$ cat src/rtl/aes128_key_sched_seq_if.sv
// Key-in / round-key-out bundle for aes128_key_sched_seq.
// master = key source and round-key consumer, slave = the key scheduler.
interface aes128_key_sched_seq_if;
    localparam int unsigned KEY_W = 128;
    localparam int unsigned RND_W = 4;

    logic              key_valid;
    logic [KEY_W-1:0]  key_in;
    logic              key_ready;
    logic              busy;
    logic              done;
    logic              rk_valid;
    logic [RND_W-1:0]  rk_round;
    logic [KEY_W-1:0]  rk_out;
    logic [RND_W-1:0]  rk_rd_idx;
    logic [KEY_W-1:0]  rk_rd_data;

    modport master (
        output key_valid, key_in, rk_rd_idx,
        input  key_ready, busy, done, rk_valid, rk_round, rk_out, rk_rd_data
    );

    modport slave (
        input  key_valid, key_in, rk_rd_idx,
        output key_ready, busy, done, rk_valid, rk_round, rk_out, rk_rd_data
    );
endinterface

$ cat src/rtl/aes128_key_sched_seq.sv
// Iterative AES-128 key expansion sharing one byte-wide S-box (4 SUB + 1 MIX cycles per round).
// Optional round-key bank with registered readback when KEYSCHED_STORE_EN is defined.
module aes128_key_sched_seq (
    input  logic                    clk,
    input  logic                    rst,
    aes128_key_sched_seq_if.slave   ks
);
    localparam int unsigned KEY_W    = 128;
    localparam int unsigned WORD_W   = 32;
    localparam int unsigned RND_W    = 4;
    localparam int unsigned NUM_RK   = 11;
    localparam logic [RND_W-1:0] LAST_RND = 4'd10;

    typedef enum logic [1:0] {IDLE, SUB, MIX, DONE} state_t;

    // FIPS-197 S-box; element 255 holds S(0x00), so S(x) = SBOX[~x]
    localparam logic [255:0][7:0] SBOX = {
        128'h637c777bf26b6fc53001672bfed7ab76, 128'hca82c97dfa5947f0add4a2af9ca472c0,
        128'hb7fd9326363ff7cc34a5e5f171d83115, 128'h04c723c31896059a071280e2eb27b275,
        128'h09832c1a1b6e5aa0523bd6b329e32f84, 128'h53d100ed20fcb15b6acbbe394a4c58cf,
        128'hd0efaafb434d338545f9027f503c9fa8, 128'h51a3408f929d38f5bcb6da2110fff3d2,
        128'hcd0c13ec5f974417c4a77e3d645d1973, 128'h60814fdc222a908846eeb814de5e0bdb,
        128'he0323a0a4906245cc2d3ac629195e479, 128'he7c8376d8dd54ea96c56f4ea657aae08,
        128'hba78252e1ca6b4c6e8dd741f4bbd8b8a, 128'h703eb5664803f60e613557b986c11d9e,
        128'he1f8981169d98e949b1e87e9ce5528df, 128'h8ca1890dbfe6426841992d0fb054bb16
    };

    state_t              state_q;
    logic [KEY_W-1:0]    key_q;
    logic [3:0][7:0]     temp_q;
    logic [RND_W-1:0]    round_q;
    logic [1:0]          cnt_q;
    logic [7:0]          rcon_q;
    logic                ready_q;
    logic                busy_q;
    logic                done_q;
    logic                rk_valid_q;
    logic [RND_W-1:0]    rk_round_q;
    logic [KEY_W-1:0]    rk_out_q;

    logic                accept;
    logic [7:0]          sub_in;
    logic [7:0]          sub_out;
    logic [WORD_W-1:0]   w0_d, w1_d, w2_d, w3_d;
    logic [KEY_W-1:0]    key_d;
    logic [7:0]          rcon_d;

    assign accept = ks.key_valid && ready_q;

    // RotWord byte select feeding the shared S-box
    always_comb begin
        sub_in = key_q[23:16];
        unique case (cnt_q)
            2'd0: sub_in = key_q[23:16];
            2'd1: sub_in = key_q[15:8];
            2'd2: sub_in = key_q[7:0];
            2'd3: sub_in = key_q[31:24];
            default: sub_in = key_q[23:16];
        endcase
        sub_out = SBOX[~sub_in];
    end

    always_comb begin
        w0_d   = key_q[127:96] ^ temp_q ^ {rcon_q, 24'h0};
        w1_d   = key_q[95:64]  ^ w0_d;
        w2_d   = key_q[63:32]  ^ w1_d;
        w3_d   = key_q[31:0]   ^ w2_d;
        key_d  = {w0_d, w1_d, w2_d, w3_d};
        rcon_d = {rcon_q[6:0], 1'b0} ^ (rcon_q[7] ? 8'h1B : 8'h00);
    end

    always_ff @(posedge clk or posedge rst) begin
        if (rst) begin
            state_q    <= IDLE;
            key_q      <= '0;
            temp_q     <= '0;
            round_q    <= '0;
            cnt_q      <= '0;
            rcon_q     <= 8'h01;
            ready_q    <= 1'b1;
            busy_q     <= 1'b0;
            done_q     <= 1'b0;
            rk_valid_q <= 1'b0;
            rk_round_q <= '0;
            rk_out_q   <= '0;
        end else begin
            rk_valid_q <= 1'b0;
            unique case (state_q)
                IDLE, DONE: begin
                    if (accept) begin
                        key_q      <= ks.key_in;
                        round_q    <= 4'd1;
                        cnt_q      <= 2'd0;
                        rcon_q     <= 8'h01;
                        rk_valid_q <= 1'b1;
                        rk_round_q <= '0;
                        rk_out_q   <= ks.key_in;
                        ready_q    <= 1'b0;
                        busy_q     <= 1'b1;
                        done_q     <= 1'b0;
                        state_q    <= SUB;
                    end
                end
                SUB: begin
                    // byte counter 0..3 lands in temp[31:24] down to temp[7:0]
                    temp_q[~cnt_q] <= sub_out;
                    cnt_q          <= cnt_q + 2'd1;
                    if (cnt_q == 2'd3) begin
                        state_q <= MIX;
                    end
                end
                MIX: begin
                    key_q      <= key_d;
                    rk_valid_q <= 1'b1;
                    rk_round_q <= round_q;
                    rk_out_q   <= key_d;
                    rcon_q     <= rcon_d;
                    if (round_q == LAST_RND) begin
                        ready_q <= 1'b1;
                        busy_q  <= 1'b0;
                        done_q  <= 1'b1;
                        state_q <= DONE;
                    end else begin
                        round_q <= round_q + 4'd1;
                        state_q <= SUB;
                    end
                end
                default: state_q <= IDLE;
            endcase
        end
    end

    assign ks.key_ready = ready_q;
    assign ks.busy      = busy_q;
    assign ks.done      = done_q;
    assign ks.rk_valid  = rk_valid_q;
    assign ks.rk_round  = rk_round_q;
    assign ks.rk_out    = rk_out_q;

`ifdef KEYSCHED_STORE_EN
    logic [KEY_W-1:0] bank_q [NUM_RK];
    logic [KEY_W-1:0] rd_data_q;

    // Bank follows the emitted stream; unwritten entries keep older contents
    always_ff @(posedge clk or posedge rst) begin
        if (rst) begin
            for (int i = 0; i < NUM_RK; i++) begin
                bank_q[i] <= '0;
            end
            rd_data_q <= '0;
        end else begin
            if (rk_valid_q && (rk_round_q < RND_W'(NUM_RK))) begin
                bank_q[rk_round_q] <= rk_out_q;
            end
            if (ks.rk_rd_idx < RND_W'(NUM_RK)) begin
                rd_data_q <= bank_q[ks.rk_rd_idx];
            end else begin
                rd_data_q <= '0;
            end
        end
    end

    assign ks.rk_rd_data = rd_data_q;
`else
    assign ks.rk_rd_data = '0;
`endif
endmodule

$ cat src/flat_wrapper.sv
// flat-port wrapper written by rule: the top's interface ports become plain ports
module aes128_key_sched_seq_flat 
  (clk, rst, ks_key_valid, ks_key_in, ks_rk_rd_idx, ks_key_ready, ks_busy, ks_done, ks_rk_valid, ks_rk_round, ks_rk_out, ks_rk_rd_data);
  aes128_key_sched_seq_if ks_i ();
  input  logic clk;
  input  logic rst;
  input wire logic [$bits(ks_i.key_valid)-1:0] ks_key_valid;
  input wire logic [$bits(ks_i.key_in)-1:0] ks_key_in;
  input wire logic [$bits(ks_i.rk_rd_idx)-1:0] ks_rk_rd_idx;
  output wire logic [$bits(ks_i.key_ready)-1:0] ks_key_ready;
  output wire logic [$bits(ks_i.busy)-1:0] ks_busy;
  output wire logic [$bits(ks_i.done)-1:0] ks_done;
  output wire logic [$bits(ks_i.rk_valid)-1:0] ks_rk_valid;
  output wire logic [$bits(ks_i.rk_round)-1:0] ks_rk_round;
  output wire logic [$bits(ks_i.rk_out)-1:0] ks_rk_out;
  output wire logic [$bits(ks_i.rk_rd_data)-1:0] ks_rk_rd_data;
  assign ks_i.key_valid = ks_key_valid;
  assign ks_i.key_in = ks_key_in;
  assign ks_i.rk_rd_idx = ks_rk_rd_idx;
  assign ks_key_ready = ks_i.key_ready;
  assign ks_busy = ks_i.busy;
  assign ks_done = ks_i.done;
  assign ks_rk_valid = ks_i.rk_valid;
  assign ks_rk_round = ks_i.rk_round;
  assign ks_rk_out = ks_i.rk_out;
  assign ks_rk_rd_data = ks_i.rk_rd_data;
  aes128_key_sched_seq u_core (.clk(clk), .rst(rst), .ks(ks_i));
endmodule
$ cat config.mk
export PLATFORM = sky130hd
export DESIGN_NAME = aes128_key_sched_seq_flat
export DESIGN_NICKNAME = d
export VERILOG_FILES = /design/src/rtl/aes128_key_sched_seq_if.sv /design/src/rtl/aes128_key_sched_seq.sv /design/src/flat_wrapper.sv
export SDC_FILE = /design/constraint.sdc
export NUM_CORES = 1
export LEC_CHECK = 0
export CORE_ASPECT_RATIO = 1.2
export CORE_MARGIN = 2
export CORE_UTILIZATION = 35
export CTS_CLUSTER_DIAMETER = 50
export DETAILED_ROUTE_END_ITERATION = 8
export DONT_BUFFER_PORTS = 1
export GPL_TIMING_DRIVEN = 0
export HOLD_SLACK_MARGIN = 0.15
export MAX_ROUTING_LAYER = met4
export PLACE_DENSITY = 0.57
export SYNTH_ARGS = -nofsm -noshare
export SYNTH_HDL_FRONTEND = slang
export SYNTH_SLANG_ARGS = --single-unit
export TNS_END_PERCENT = 20
$ cat constraint.sdc
create_clock -name clk -period 20.1 [get_ports clk]
set_input_delay 6.03 -clock clk [delete_from_list [all_inputs] [get_ports clk]]
set_output_delay 6.03 -clock clk [all_outputs]
set_load 0.02 [all_outputs]
Word-level counts from Yosys, hierarchy flattened
Memory sizes are Yosys's and may differ from the RTL's.
Cells that the tools add are included.
{ "word_totals": {"output_inout_bits": 264, "mem_bits_ro": 2048, "inputBits": 135, "wordCells": 80, "reg_bits": 184, "n_memories": 1} }
{ "classes": {"n_addsub": 2, "n_bitwise": 8, "mux": 29, "order_cmp": 3, "reduce_logical": 12, "eq_ne": 11} }
{ "mem_list": {"columns": ["memory", "depth", "word_bits", "read_ports", "rd_clocked_by_memory_dff", "write_ports", "line", "text"], "rows": [
  ["(name not given)", 256, 8, 1, 0, 0, "aes128_key_sched_seq.sv:60", "sub_out = SBOX[~sub_in];"]
]} }
{ "op_table": {"columns": ["operator", "n"], "rows": [
  ["$pmux 128 s2", 1],
  ["$xor 32x32->32", 5],
  ["$mux 128", 1],
  ["$bwmux 32", 1],
  ["$pmux 8 s4", 1],
  ["$mux 8", 3],
  ["$demux 8 s2", 1],
  ["$pmux 4 s2", 2],
  ["$pmux 8 s2", 1],
  ["$mux 4", 3],
  ["$lt 8x9->1 const B", 1],
  ["$eq 2x2->1 const B", 4],
  ["$mux 2", 4],
  ["$not 8->8", 1],
  ["$xor 8x8->8", 1],
  ["$ne 2x1->1 const B", 3],
  ["$pmux 1 s2", 3],
  ["$pmux 2 s3", 1],
  ["$reduce_and 2->1", 3],
  ["$reduce_and 3->1", 2],
  ["$mux 1", 5],
  ["$mux 5", 1],
  ["$add 4x1->4 const B", 1],
  ["$eq 2x1->1 const B", 2],
  ["other kinds (11)", 14]
]} }

Longest topological paths before layout
Gate-level depths: netlist (run 1).
{ "logic_depth": {"word_depth": 6, "depth_mapped": 18, "mapped_depth_nobuf": 14} }

Least setup slack after synthesis (run 1)
No wires, ideal clock.
{ "synth_timing": {"kind": "input -> register", "from": "input port ks_key_valid", "to": "register u_core.key_q[10]", "required_ns": 19.963, "setup_ns": 0.137, "path_buffers": 3, "arrival_ns": 7.327, "cell_stages": 9, "slack_ns": 12.637, "cell_sequence": "nand2_1 nand2_1 o21a_1 clkbuf_1 clkbuf_1 clkbuf_1 nand3_1 o21ai_0 a21oi_1"} }
{ "synth_via": {"elab_chain_cells": 3} }
{ "synth_rtl": {"columns": ["element", "line", "text"], "rows": [
  ["start: declaration", "flat_wrapper.sv:7", "input wire logic [$bits(ks_i.key_valid)-1:0] ks_key_valid;"],
  ["$logic_and 1x1->1", "aes128_key_sched_seq.sv:48", "assign accept = ks.key_valid && ready_q;"],
  ["$ne 2x1->1 (no line)", null, null],
  ["$reduce_and 2->1 (no line)", null, null],
  ["end signal: assignment", "aes128_key_sched_seq.sv:91", "key_q <= ks.key_in;"],
  ["end signal: assignment", "aes128_key_sched_seq.sv:113", "key_q <= key_d;"],
  ["end: declaration", "aes128_key_sched_seq.sv:29", "logic [KEY_W-1:0] key_q;"]
]} }
No other way between the ends.
A chain may end at the register's enable or synchronous reset.

Final worst setup path (run 1)
{ "layout_timing": {"from": "input port ks_key_valid", "to": "register u_core.key_q[29]"} }
Same word-level chain as after synthesis.

==> impl_metrics.tcl, run 1 <==
set metrics [dict create \
    synthDominantCellAreaShare_pct 32.3 \
    criticalPathCategory "input port to flip-flop" \
    grt_antenna_before_repair 5 \
    clk-insertion-delay-late_ns 0.46 \
    crit_path_top_delay_cell "clkbuf_1" \
    timing.final.crit_share_pct 39.7 \
    kind_of_cell_with_the_highest_combined_delay_on_the_critical_path "buffers and inverters" \
    placeableCoreArea_um2 39700 \
    tightest_slew_ns 1.52 \
    synth-main-ff-cell "dfrtp_1" \
    synth.most_common_cell "a21oi_1" \
    tritoncts "built" \
    period_needed_ns 7.97 \
    numPortBuffers 0 \
    routed_via_density 6.17 \
    worst-endpoint-arrival_ns 8.36 \
    synth_largest_area_cell "dfrtp_1" \
    remaining_drc_errors 2 \
    async_flop_share_pct 100 \
    power.share.clock_pct 45.1 \
    hpwl_um 61300 \
    synth-edff-count 0 \
    initial_core_utilization_pct 35.5 \
    placed_area_um2 15300 \
    dr.pass1.iters 7 \
    switching_share_pct 26.0 \
    first_global_vias 14371 \
    cts_setup_buffers 0 \
    cp-end-kind "flip-flop" \
    power.density_nw_per_um2 48.5 \
    comb_power_share_pct 7.0 \
    fin_total_pwr_mw 0.772 \
    grt_start_max_net_pins 129 \
    post_synth_instance_area_um2 14100 \
    cts_buffer_depth 2 \
    area_growth_pct 13.0 \
    post_route_worst_hold_slack_ns 0.533 \
    yosysWarnings 0 \
    avgSynthCellArea_um2 7.96 \
    die_x_extent_um 187 \
    finalNetCount 2074 \
    synth_common_cells "238 x a21oi_1, 182 x dfrtp_1, 173 x o21ai_0" \
    globalplace.congestion 1.03 \
    detail_route.iter0.violations 1897 \
    drt_wl_total_um 79700 \
    intPower_mw 0.571 \
    max_cap_violations 1 \
    die-area_um2 41900 \
    dieHeight_um 224 \
    worst_path_most_repeated_cell "clkbuf_1" \
    maxSlewHeadroom_pct -2.31 \
    drive_gt1_share_pct 13.0 \
    avgRoutedWirePerCell_um 32.2 \
    finalHoldViolations 0 \
    cts_htree_levels 4 \
    fin_cells 2472 \
    crit_path_start_kind "input port" \
    synth_sequential_area_ratio_pct 32.7 \
    cp_slowest_stage_delay_ns 0.71 \
    postCtsHoldBufs 0 \
    total_congestion_overflow_after_global_routing 0 \
    timing.reg2reg.worst_path_depth 15 \
    series_of_cell_instances_along_the_critical_path "nand2_1, nand2_1, o21a_1, clkbuf_1, clkbuf_1, clkbuf_1, o22ai_1, a21oi_1" \
    worst-r2r-setup-slack_ns 13.70 \
    worstSetupPathDepth 8 \
    clock-skew-final_ns 0.0135 \
    row_count 80 \
    failed_checks "design-rule violations, max-capacitance violations, max-slew violations" \
    power.net_switching_mw 0.201 \
    cts.clk_slew.worst_paths_ns 0.07 \
    route.antenna.remaining_nets 0 \
    cts.root.buffer_cell "clkbuf_16" \
    filler_cell_count 4131 \
    hold_crit_class "flip-flop to flip-flop" \
    grt_setup_unrepaired "false" \
    io_pins 399 \
    placed_cells 2434 \
    route.vias.total 15244 \
    clkSinkCount 184 \
    holdPathStages 2 \
    worst_ep_required_time_ns 20.49 \
    post-route-cell-area_um2 15900 \
    cts_repair_resize_count 0 \
    buffers_plus_inverters_on_the_worst_setup_path 3 \
    maxClockFrequency_ghz 0.125 \
    syn_inst 1770 \
    critical_path_maximum_fanout 10 \
    fin_setup_tns_ns 0 \
    synthTopCellsByArea "dfrtp_1 32%, a21oi_1 8.5%, buf_4 7.4%" \
    global_route.usage.total_pct 38.2 \
    setup_violations 0 \
    power.static_leakage_nw 6.34 \
    first_pass_grt_wire_length_um 110000 \
    slew_viol_final 3 \
    worst_ir_drop_vdd_mv 0.0536 \
    cts_made_buffers 17 \
    flop_and_latch_count_out_of_synthesis 184 \
    number_of_distinct_library_cell_variants_in_the_gate_level_netlist_after_synthesis 81 \
    seq_power_share_pct 47.9 \
    outcome "complete, but fails checks" \
]
-- per-layer routing --
layer | vias to the layer above | track usage (%) | part of all wire (%)
met2 | 985 | 63.4 | 48
met1 | 7481 | 41.1 | 36
met3 | 293 | 8.15 | 8.3
met5 | - | - | 0
li1 | 6485 | - | -
met4 | 0 | 25.9 | 7.8
-- worst paths after layout --
check,from,endpoint
worst max-delay path,ks_key_valid,u_core.key_q[29]
worst min-delay path,u_core.rcon_q[0],u_core.rcon_q[0]
worst max register to register,u_core.cnt_q[0],u_core.temp_q[24]
worst min register to register,u_core.rcon_q[0],u_core.rcon_q[0]
max in group asynchronous,rst,u_core.key_q[78]
min in group asynchronous,rst,u_core.ks.rk_round[2]
-- flip-flops by register name, summed over array words and instances (netlist names) --
signal               cells
u_core.state_q           2
u_core.ks.done           1
u_core.ks.rk_valid       1
u_core.ks.key_ready      1
u_core.rcon_q            8
u_core.cnt_q             2
u_core.key_q           128
u_core.round_q           4
u_core.ks.busy           1
u_core.temp_q           32
u_core.ks.rk_round       4
-- power by group through the flow --
stage	Combinational [mW]	Sequential, mW	Clock [mW]
global placement	0.0521	0.377	0
finish	0.0540	0.370	0.349
floorplan	0.0495	0.377	0
CTS	0.0532	0.370	0.352
global route	0.0585	0.370	0.365
detailed placement	0.0532	0.377	0
-- final cells by class --
cell class	instances	area (µm²)	share of cell area, %
antenna	6	15.0	0.0943
buffer	266	1610	10.1
clock buffer	19	453	2.84
clock inverter	13	138	0.864
inverter	24	97.6	0.613
multi-input combinational	1423	8280	52.0
sequential	184	4610	28.9
tap	533	667	4.19
timing repair buffer	4	53.8	0.338
-- per-stage QoR --
step / setup slack, ns / util (%)
after detailed placement: 11.73 / 38.5
after floorplan: 9.07 / -
final: 12.13 / 40.1
after global placement: 6.88 / 38.3
after global routing: 12.00 / 40.1
after CTS: 12.23 / 40.0
-- logic make-up (layout without fill, tap and decap cells) --
group | count (synthesis) | in the layout | synth area share (%)
flops | 184 | 184 | 32.7
simple gates | 454 | 454 | 14.5
other cells | 1 | 134 | 0.0266
compound gates | 676 | 676 | 29.3
xor+xnor | 110 | 110 | 6.84
mux | 36 | 36 | 2.79
fa+ha+maj | 19 | 19 | 1.69
buf+inv | 290 | 326 | 12.1
-- worst min-delay path: cells and delay by family (launching register included) --
family,cells,cell delay [ns]
AOI/OAI and AO/OA,1,0.05
DFF,1,0.39
and+or+nand+nor,1,0.10
-- layout by cell type, fill, tap and decap left out, types with 5 or more instances in the layout --
cell type and n:
a2111oi_0 6, nand3_1 91, o21ai_0 173, a211o_1 6, inv_1 19, clkbuf_1 84
diode_2 6, nor4_1 11, buf_4 141, o22ai_1 67, a211oi_2 5, buf_6 9
o2111ai_1 5, o311ai_0 7, a22oi_1 5, a31oi_1 27, mux2_2 16, xor2_1 29
nand2b_1 28, xnor2_1 81, dfrtp_1 182, nor2_1 98, o31ai_1 6, a221oi_1 9
o221ai_1 6, buf_2 27, a21oi_1 237, nor2b_1 9, a211oi_1 17, clkbuf_16 17
nand2_1 172, nor3_1 20, conb_1 128, a32oi_1 9, mux2i_1 19, ha_1 19
o211ai_1 18, a22o_1 15, buf_1 8
(Power assumes the default switching activity.)
==> run 2, diff against run 1 <==
Settings changed: PLACE_DENSITY 0.57 to 0.59.
Clock period 20.1 ns to 7.3 ns, I/O delays scaled along.
==> run 2 against run 1 <==
Effect of this change:
- the flow now finishes without violations
- clock power increased to 2.8 times the previous value
- hold slack worse by 0.0045 ns
- largest power group unchanged
- clock skew rose by 0.00071 ns
==> impl_metrics.tcl, run 2 (same netlist as run 1, synthesis figures left out) <==
set metrics [dict create \
    cts.clk_slew.worst_paths_ns 0.07 \
    cts_repair_resize_count 0 \
    tightest_slew_ns 1.47 \
    clock-skew-final_ns 0.0142 \
    drive_gt1_share_pct 13.1 \
    slew_viol_final 0 \
    hold_crit_class "flip-flop to flip-flop" \
    top_register "u_core.key_q" \
    finalNetCount 2075 \
    drt_wl_total_um 80300 \
    power.net_switching_mw 0.561 \
    cts_htree_levels 4 \
    first_pass_grt_wire_length_um 112000 \
    area_growth_pct 13.1 \
    placed_cells 2435 \
    largest_register_ffs 128 \
    outcome "completed" \
    switching_share_pct 26.1 \
    tritoncts "built" \
    globalplace.congestion 1.06 \
    worst_ep_required_time_ns 7.60 \
    power.density_nw_per_um2 135 \
    cts_made_buffers 17 \
    period_needed_ns 6.55 \
    maxSlewHeadroom_pct 1.94 \
    setup_slack_ns 0.754 \
    row_count 80 \
    die_x_extent_um 187 \
    top_regs "u_core.key_q: 128 flops, u_core.temp_q: 32 flops, u_core.rcon_q: 8 flops" \
    intPower_mw 1.59 \
    fin_setup_tns_ns 0 \
    dr.pass1.iters 5 \
    grt_start_max_net_pins 128 \
    io_pins 399 \
    commonest_cells_after_routing_fill_and_taps_aside "238 x a21oi_1, 182 x dfrtp_1, 173 x o21ai_0, 172 x nand2_1, 140 x buf_4" \
    global_route.usage.total_pct 38.7 \
    power.share.clock_pct 45.6 \
    crit_path_start_kind "flip-flop" \
    cts.root.buffer_cell "clkbuf_16" \
    numPortBuffers 0 \
    placed_area_um2 15300 \
    power.static_leakage_nw 6.33 \
    cts_buffer_depth 2 \
    routed_via_density 6.16 \
    fin_total_pwr_mw 2.15 \
    grt_antenna_before_repair 1 \
    final_common_cell "a21oi_1" \
    timing.reg2reg.worst_path_depth 18 \
    worst-endpoint-arrival_ns 6.85 \
    criticalPathCategory "flip-flop to flip-flop" \
    detail_route.iter0.violations 1507 \
    die-area_um2 41900 \
    worst_ir_drop_vdd_mv 0.156 \
    avgRoutedWirePerCell_um 32.5 \
    max_cap_violations 0 \
    timing.final.crit_share_pct 89.7 \
    initial_core_utilization_pct 35.5 \
    cp-end-kind "flip-flop" \
    post_route_worst_hold_slack_ns 0.529 \
    post-route-cell-area_um2 15900 \
    placeableCoreArea_um2 39700 \
    holdPathStages 2 \
    hpwl_um 61700 \
    fin_cells 2468 \
    critical_path_maximum_fanout 13 \
    clkSinkCount 184 \
    first_global_vias 14556 \
    total_congestion_overflow_after_global_routing 0 \
    maxClockFrequency_ghz 0.153 \
    setup_violations 0 \
    postCtsHoldBufs 0 \
    dp_slack_ns 1.19 \
    comb_power_share_pct 6.9 \
    route.antenna.remaining_nets 0 \
    seq_power_share_pct 47.4 \
    remaining_drc_errors 0 \
    grt_setup_unrepaired "false" \
    cts_setup_buffers 0 \
    finalCoreUtilization_pct 40.1 \
    dieHeight_um 224 \
    clk-insertion-delay-late_ns 0.46 \
    finalHoldViolations 0 \
    route.vias.total 15208 \
]
run 2: power groups by stage:
stage	Sequential [mW]	Clock, mW	Combinational (mW)
finish	1.02	0.980	0.148
global route	1.02	1.02	0.162
CTS	1.02	0.984	0.147
detailed placement	1.04	0	0.147
global placement	1.04	0	0.144
floorplan	1.04	0	0.136
run 2: path summary, 6_finish.rpt:
kind	startpoint	to	slack, ns
worst max-delay path	u_core.cnt_q[0]	u_core.temp_q[21]	0.75
worst min-delay path	u_core.state_q[1]	u_core.state_q[1]	0.53
worst max register to register	u_core.cnt_q[0]	u_core.temp_q[21]	0.75
worst min register to register	u_core.state_q[1]	u_core.state_q[1]	0.53
max in group asynchronous	rst	u_core.temp_q[14]	4.64
min in group asynchronous	rst	u_core.ks.rk_round[0]	1.59
run 2: worst max-delay path: stages (launching register included):
cell      delay (ns)
dfrtp_1         0.43
inv_1           0.11
ha_1            0.26
buf_4           0.19
a22oi_1         0.20
a22o_1          0.16
buf_4           0.20
clkinv_1        0.29
buf_2           0.37
ha_1            0.25
clkbuf_1        0.36
nor2b_1         0.27
a32oi_1         1.02
a21boi_1        0.62
o32ai_1         0.15
nor4_1          0.59
nor4bb_1        0.19
a21oi_1         0.58
a21oi_1         0.15
run 2: cell type report:
class | instances | area, µm²
clock buffer | 17 | 425
sequential | 184 | 4610
buffer | 266 | 1610
clock inverter | 15 | 170
inverter | 24 | 97.6
antenna | 1 | 2.50
fill | 4163 | 23800
multi-input combinational | 1423 | 8290
tap | 533 | 667
timing repair buffer | 5 | 72.6
run 2: layer usage:
layer / global-route usage [%] / vias up / wire [µm] / share of wire [%]
li1: - / 6489 / - / -
met1: 40.9 / 7357 / 28100 / 35
met2: 63.6 / 1054 / 38300 / 48
met3: 9.62 / 308 / 7090 / 8.8
met4: 27.2 / 0 / 6790 / 8.5
met5: - / - / 0 / 0
